## src/rtl/sram_window_reader.sv

```systemverilog
// sram_window_reader: fetches the 3x3 neighbourhood around (cx,cy) from a
// single-port SRAM with registered address and 1-cycle read latency, one
// read per cycle. It zero-pads taps outside the image and packs the nine
// pixels into one window.
//
// Handshake: start is a request that is accepted only while the FSM is IDLE
// and is neither queued nor remembered otherwise. win_valid is a one-cycle
// pulse with no back-pressure, and win is only meaningful in that cycle.
module sram_window_reader #(
  parameter int ADDR_W = 15,
  parameter int DATA_W = 8,
  parameter int IMG_W  = 256,
  parameter int IMG_H  = 128,
  parameter int XW     = 8,
  parameter int YW     = 7
) (
  input  logic                  clk,
  input  logic                  rst,
  input  logic                  start,
  input  logic [XW-1:0]         cx,
  input  logic [YW-1:0]         cy,
  output logic                  busy,
  output logic                  win_valid,
  output logic [9*DATA_W-1:0]   win,
  output logic                  sram_en,
  output logic                  sram_wen,
  output logic [ADDR_W-1:0]     sram_addr,
  output logic [DATA_W-1:0]     sram_d,
  input  logic [DATA_W-1:0]     sram_q
);

  typedef enum logic [1:0] {
    IDLE  = 2'd0,
    ISSUE = 2'd1,
    DRAIN = 2'd2
  } state_t;

  state_t              state_q;
  logic [3:0]          k_q;
  logic [XW-1:0]       cx_q;
  logic [YW-1:0]       cy_q;
  logic [ADDR_W-1:0]   addr_q;
  logic                pend_q;
  logic [3:0]          idx_q;
  logic                pad_q;
  logic [9*DATA_W-1:0] win_q;
  logic                win_valid_q;

  logic signed [1:0]   dy;
  logic signed [1:0]   dx;
  logic signed [YW:0]  r_s;
  logic signed [XW:0]  c_s;
  logic                tap_pad;
  logic [ADDR_W-1:0]   tap_addr;
  logic                issue;

  // Tap geometry: row/column offsets of tap k in raster order.
  always_comb begin
    dy = 2'sd0;
    dx = 2'sd0;
    case (k_q)
      4'd0: begin dy = -2'sd1; dx = -2'sd1; end
      4'd1: begin dy = -2'sd1; dx =  2'sd0; end
      4'd2: begin dy = -2'sd1; dx =  2'sd1; end
      4'd3: begin dy =  2'sd0; dx = -2'sd1; end
      4'd4: begin dy =  2'sd0; dx =  2'sd0; end
      4'd5: begin dy =  2'sd0; dx =  2'sd1; end
      4'd6: begin dy =  2'sd1; dx = -2'sd1; end
      4'd7: begin dy =  2'sd1; dx =  2'sd0; end
      4'd8: begin dy =  2'sd1; dx =  2'sd1; end
      default: begin dy = 2'sd0; dx = 2'sd0; end
    endcase
  end

  // Signed tap coordinates one bit wider than cx/cy, padding test and address.
  always_comb begin
    r_s      = $signed({1'b0, cy_q}) + $signed({{(YW-1){dy[1]}}, dy});
    c_s      = $signed({1'b0, cx_q}) + $signed({{(XW-1){dx[1]}}, dx});
    tap_pad  = (r_s < 0) || (int'(r_s) >= IMG_H) ||
               (c_s < 0) || (int'(c_s) >= IMG_W);
    tap_addr = {r_s[YW-1:0], c_s[XW-1:0]};
    issue    = (state_q == ISSUE);
  end

  // SRAM request and status decode from registered state and tap counter;
  // a padded tap leaves the address at its last issued value.
  always_comb begin
    sram_en   = issue && !tap_pad;
    sram_addr = sram_en ? tap_addr : addr_q;
    sram_wen  = 1'b1;
    sram_d    = '0;
    busy      = (state_q != IDLE);
    win       = win_q;
    win_valid = win_valid_q;
  end

  // Fetch FSM: accept in IDLE, issue nine taps, one drain cycle for tap 8.
  always_ff @(posedge clk) begin
    if (rst) begin
      state_q     <= IDLE;
      k_q         <= 4'd0;
      cx_q        <= '0;
      cy_q        <= '0;
      addr_q      <= '0;
      win_valid_q <= 1'b0;
    end else begin
      win_valid_q <= 1'b0;
      if (sram_en) addr_q <= tap_addr;
      case (state_q)
        IDLE: begin
          if (start) begin
            cx_q    <= cx;
            cy_q    <= cy;
            k_q     <= 4'd0;
            state_q <= ISSUE;
          end
        end
        ISSUE: begin
          k_q <= k_q + 4'd1;
          if (k_q == 4'd8) state_q <= DRAIN;
        end
        DRAIN: begin
          state_q     <= IDLE;
          win_valid_q <= 1'b1;
        end
        default: state_q <= IDLE;
      endcase
    end
  end

  // Capture pipeline: the tag of each issue cycle lands its slot one cycle
  // later, when the SRAM data for that tap is on sram_q.
  always_ff @(posedge clk) begin
    if (rst) begin
      pend_q <= 1'b0;
      idx_q  <= 4'd0;
      pad_q  <= 1'b0;
      win_q  <= '0;
    end else begin
      pend_q <= issue;
      idx_q  <= k_q;
      pad_q  <= tap_pad;
      if (pend_q) win_q[idx_q*DATA_W +: DATA_W] <= pad_q ? '0 : sram_q;
    end
  end

endmodule
```

## config.mk

```make
export PLATFORM = sky130hd
export DESIGN_NAME = sram_window_reader
export DESIGN_NICKNAME = d
export VERILOG_FILES = /design/src/rtl/sram_window_reader.sv
export SDC_FILE = /design/constraint.sdc
export NUM_CORES = 1
export LEC_CHECK = 0
export CAP_MARGIN = 15
export CELL_PAD_IN_SITES_DETAIL_PLACEMENT = 2
export CELL_PAD_IN_SITES_GLOBAL_PLACEMENT = 2
export CORE_ASPECT_RATIO = 1.2
export CORE_MARGIN = 3
export CORE_UTILIZATION = 33
export CTS_CLUSTER_DIAMETER = 50
export DETAILED_ROUTE_END_ITERATION = 6
export PLACE_DENSITY = 0.85
export SYNTH_ARGS = -nofsm -noshare
export SYNTH_HDL_FRONTEND = slang
export SYNTH_SLANG_ARGS = --single-unit
```

## constraint.sdc

```tcl
create_clock -name clk -period 8.1 [get_ports clk]
set_input_delay 1.62 -clock clk [delete_from_list [all_inputs] [get_ports clk]]
set_output_delay 1.62 -clock clk [all_outputs]
set_load 0.02 [all_outputs]
```

=== Word-level counts from Yosys, hierarchy flattened ===
Memories as Yosys holds them, arrays and structs flattened. A register that Yosys moved wholly into a read port is not among the register bits.
Index checks and enable logic that the tools add are counted.

* Equal/unequal tests: 5
* Shift operators: 2
* Mux-type cells: 11
* Magnitude comparators: 4
* $add $sub $neg: 4
* Reduce and logical (&&, ||, !) cells: 11

{| class="wikitable"
|+ Operators by type and width
! operator !! number
|-
| bitwise mux 72 bit || 1
|-
| variable shift 8 x 34 -> 72 bit, first input constant || 1
|-
| variable part select 8 x 34 -> 72 bit || 1
|-
| negator 7 -> 34 bit || 1
|-
| 2-to-1 mux 15 bit || 1
|-
| 2-to-1 mux 4 bit || 3
|-
| greater-or-equal comparator 9 x 10 -> 1 bit, second input constant || 1
|-
| adder 9 x 2 -> 9 bit || 1
|-
| greater-or-equal comparator 8 x 9 -> 1 bit, second input constant || 1
|-
| less-than comparator 9 x 1 -> 1 bit, second input constant || 1
|-
| adder 8 x 2 -> 8 bit || 1
|-
| less-than comparator 8 x 1 -> 1 bit, second input constant || 1
|-
| 2-to-1 mux 8 bit || 1
|-
| one-hot mux 4 bit (2 select lines) || 1
|-
| AND reduction 2 bit || 3
|-
| adder 4 x 1 -> 4 bit, second input constant || 1
|-
| == test 4 bit, second input constant || 1
|-
| 2-to-1 mux 2 bit || 2
|-
| one-hot mux 2 bit (2 select lines) || 1
|-
| nonzero test 2 bit || 2
|-
| logical OR 1 bit || 3
|-
| == test 2 x 1 -> 1 bit, second input constant || 1
|-
| == test 2 bit, second input constant || 1
|-
| logical NOT 2 bit || 1
|-
| other kinds (5) || 5
|}

* Bits in read-only memories: 64
* Logic and storage cells: 48
* Memories kept: 1
* Register bits after elaboration: 115
* Output and inout port bits: 99

{| class="wikitable"
|+ Memory list
! memory !! depth !! width !! read ports !! clocked after Yosys merged registers in !! write ports !! RTL line !! text
|-
| (no name shown) || 16 || 4 || 1 || 1 || 0 || 61 || <nowiki>case (k_q)</nowiki>
|}

=== Depth between registers and ports, before layout ===
* Depth after elaboration: 8
* Depth in mapped cells: 11
* Mapped depth without buffers: 9

=== Worst setup path after synthesis ===
OpenSTA, ideal clock, no wires.

* Path kind: register to output
* From: register cx_q[0]
* To: output port sram_addr[0]
* Stages on the path, launching flop included: 11
* Path buffers: 2
* Slack: 4.096 ns
* Data required time: 6.480 ns
* Data arrival time: 2.384 ns
* Cell sequence: dfxtp_1 -> ha_1 -> fa_1 -> a211oi_2 -> o21ai_1 -> a31oi_1 -> xor2_1 -> o2111a_1 -> buf_6 -> buf_12 -> mux2_4

* Cells in the longest elaborated chain, start to end: 7

{| class="wikitable"
|+ Ends and longest elaborated chain
! what !! RTL line !! text
|-
| start, declared || 40 || <nowiki>logic [XW-1:0] cx_q;</nowiki>
|-
| start signal, assigned || 102 || <nowiki>cx_q <= '0;</nowiki>
|-
| start signal, assigned || 112 || <nowiki>cx_q <= cx;</nowiki>
|-
| adder 9 x 2 -> 9 bit * || 78 || <nowiki>c_s = $signed({1'b0, cx_q}) + $signed({{(XW-1){dx[1]}}, dx});</nowiki>
|-
| less-than comparator 9 x 1 -> 1 bit || 80 || <nowiki>(c_s < 0) || (int'(c_s) >= IMG_W);</nowiki>
|-
| logical OR 1 bit || 79 || <nowiki>tap_pad = (r_s < 0) || (int'(r_s) >= IMG_H) ||</nowiki>
|-
| logical OR 1 bit || 80 ||
|-
| logical NOT 1 bit || 88 || <nowiki>sram_en = issue && !tap_pad;</nowiki>
|-
| logical AND 1 bit || 88 ||
|-
| 2-to-1 mux 15 bit * || n/a ||
|-
| end, declared || 27 || <nowiki>output logic [ADDR_W-1:0] sram_addr,</nowiki>
|}

Mark *: on every way between the ends. The rest lies on a longest branch, timed or not.

=== Worst setup path after layout ===
* From: register, netlist name dx[1]
* To: output port sram_addr[14]

* Cells in the longest elaborated chain, start to end: 7

{| class="wikitable"
|+ Ends and longest elaborated chain
! what !! RTL line
|-
| adder 9 x 2 -> 9 bit * || 78
|-
| less-than comparator 9 x 1 -> 1 bit || 80
|-
| logical OR 1 bit || 79
|-
| logical OR 1 bit * || 80
|-
| logical NOT 1 bit * || 88
|-
| logical AND 1 bit * || 88
|-
| 2-to-1 mux 15 bit * || n/a
|}

Marks and branches as above.

==> run metrics <==
endpoints failing setup 0; combinational fraction of design power 13.0%; crit end category output pin; Initial Util 34.1%; worst path required time roughly 6500 ps; hold slack 462 ps; Max FO, Critical Path 31; vias per cell 4.97; wire per inst 19.2 um; Reg area roughly 2400 um^2; Overall Global Routing Usage between 10% and 20%; Initial DRT Pass Iterations 4; switching share of power between 20% and 30%; VDD IR-drop max approximately 0.13 mV; MaxCap Viol Count 0; CTS Sinks about 120; initial antenna violation count 0; worst r2r path cells 7; # resized after CTS 0; IO Port Bufs 115; clk buf depth 2; Clock Tree Root clkbuf_16; Final ANT Viol Nets 0; Yosys warnings 0; setup TNS 0 ps; chip width 125 um; commonest non-fill, non-tap cell in the layout dfxtp_1; Rows 51; Avg Cell Area, Syn 9.15 um^2; Yosys top cell area share ~42%; DIE AREA 18600 um^2; Final Max Tran Viols 0; Critical Path AT between 4000 and 5000 ps; clock share of power between 40 and 50%; R2R Setup Slk 5000 ps; fin crit period around 5700 ps; Layout Nets 770; post-DP HPWL 12900 um; Worst Setup Path Type reg -> out; outcome complete, no violations; Placer Congestion approximately 0.8; CTS buffer count 17; IO Pins about 130; Layout area overhead 32.9%; most frequent cells in the layout dfxtp_1 (119), clkdlybuf4s50_1 (114), nor2_1 (83); Pwr Density approximately 220 nW/um^2; worst r2r src dx[1]; CTS hold repair buffers 0; worst-margin pin slew approximately 1000 ps; pin count of the biggest net entering global routing between 70 and 80; Gate Count Post-Synth 613; number of synthesized flops with an enable pin 0; Synth Cell Area about 5600 um^2; Slew HR roughly a third; Routed WL 18100 um; Filler cells about 1.8k; startpoint types register; # diodes 0; RSZ-0062 raised after global routing no; WHS Path Cells 2; prevailing post-synth register cell dfxtp_1; Iter 0 DRT Violations ~180; layout cells sized above 1 under 10%; drc violations 0; R2R Path End addr_q[4]; Switching Power between 0.4 and 0.5 mW; CTS clock-pin slew for the worst setup and hold paths about 60 ps; hold endpoint cy_q[3]; Core ar. 16500 um^2; htree depth 4; final hold violations 0; Die Y 149 um; Max Clock Skew 14.1 ps; fmax between 150 and 200 MHz; post-synthesis cell type count 42; register area share after synthesis 42.5%; total grt overflow 0; Synth area leaders dfxtp_1 (42%), mux2i_1 (12%), nor2_1 (5.6%), ha_1 (5.1%), a21oi_1 (4.5%); asr flop ratio synth 0%; vias in the first global route 5337; TritonCTS clock tree done; Pleak ~3.2 nW; fin crit share between 70 and 80%; routed via count approximately 4.7k; worst min path class reg -> reg; first-pass GRT wire length approximately 30000 um; sequential power share ~38%; Internal approximately 1.2 mW; fin util roughly 45%; setup bufs post-CTS 0; leading area contributor after synthesis dfxtp_1; #FFs+latches synth about 120; Multi-input gate area ~3000 um^2; Worst-Skew Late Latency roughly 430 ps; min-delay src cy_q[3]
## worst max-delay path by stage
stage                     slack, ps             to    start  cells past startpoint
after CTS                      2290  sram_addr[14]    dy[1]                      8
after global placement         2930  sram_addr[14]  cx_q[0]                      9
after floorplan                4100   sram_addr[0]  cx_q[0]                     10
final                          2360  sram_addr[14]    dx[1]                      8
after detailed placement       2800  sram_addr[14]    dy[1]                      8
after global routing           2100  sram_addr[14]    dy[1]                      8
## cell type report
type                       count  area share (%)
multi-input combinational    454            40.2
sequential                   119            31.9
timing repair buffer         116            15.5
clock buffer                  17            5.70
tap                          212            3.56
clock inverter                15            2.57
inverter                      11           0.554
## synthesized netlist by cell type (2+ instances only)
cell	number
conb_1	2
o21bai_1	4
mux2i_1	70
xor2_1	4
nor3b_1	10
or3_1	3
ha_1	23
nand3b_1	3
buf_12	2
o211ai_1	3
buf_6	2
o21ai_1	3
clkbuf_1	21
mux2_4	14
dfxtp_1	119
a31oi_1	2
a21oi_1	51
nor4_1	3
a21o_1	4
inv_1	11
nor2b_1	8
nand3_1	6
fa_1	2
xnor2_1	8
and2_1	19
o21ai_0	7
nor3_1	8
nor2_1	83
nand2b_1	32
a211oi_1	2
buf_4	9
nand2_1	65
## power by group through the flow
| stage | logic, mW | clock network (mW) | registers (mW) |
|---|---|---|---|
| final | 0.211 | 0.799 | 0.613 |
| after global placement | 0.199 | 0 | 0.625 |
| after detailed placement | 0.210 | 0 | 0.627 |
| after global routing | 0.231 | 0.844 | 0.616 |
| after CTS | 0.215 | 0.813 | 0.614 |
| after floorplan | 0.148 | 0 | 0.621 |
## worst max-delay path, stage by stage, from the launching register on
cell and delay, ps:
dfxtp_1 580, ha_1 390, a211oi_2 290, o21ai_1 110, a31oi_1 210, xor2_1 230, o2111a_2 910, mux2_2 420
clkdlybuf4s50_1 550
## registers in the layout, summed over array words and instances, names as in the netlist, 2 cells and up
register,count
cx_q,8
k_q,4
addr_q,15
cy_q,7
idx_q,4
win,72
dy,2
dx,2
state_q,2
## kinds of logic (layout without fill, tap and decap cells)
family | count (synthesis) | after routing | synth area share (%)
compound gates | 79 | 79 | 7.98
xor+xnor | 12 | 12 | 1.87
fa+ha+maj | 25 | 25 | 5.84
buf+inv | 47 | 159 | 4.62
flops | 119 | 119 | 42.5
mux | 85 | 85 | 16.4
other cells | 2 | 9 | 0.134
simple gates | 244 | 244 | 20.7
## stage by stage
stage	power [mW]	setup slack [ps]	cells	area, um^2
6_report	1.62	2360	944	7460
5_1_grt	1.69	2100	944	7460
4_1_cts	1.64	2290	944	7460
3_5_place_dp	0.837	2800	912	6840
3_3_place_gp	0.825	2930	912	6840
2_1_floorplan	0.769	4100	620	5640
## metal layers
metal | GRT usage [%] | share of wire [%] | vias to the layer above
li1 | - | - | 2257
met4 | 6.45 | 1.7 | 0
met3 | 4.08 | 3.1 | 23
met2 | 37.4 | 53 | 113
met5 | 0 | 0 | -
met1 | 22.7 | 42 | 2302
No activity file was read; power rests on OpenSTA's default activity.
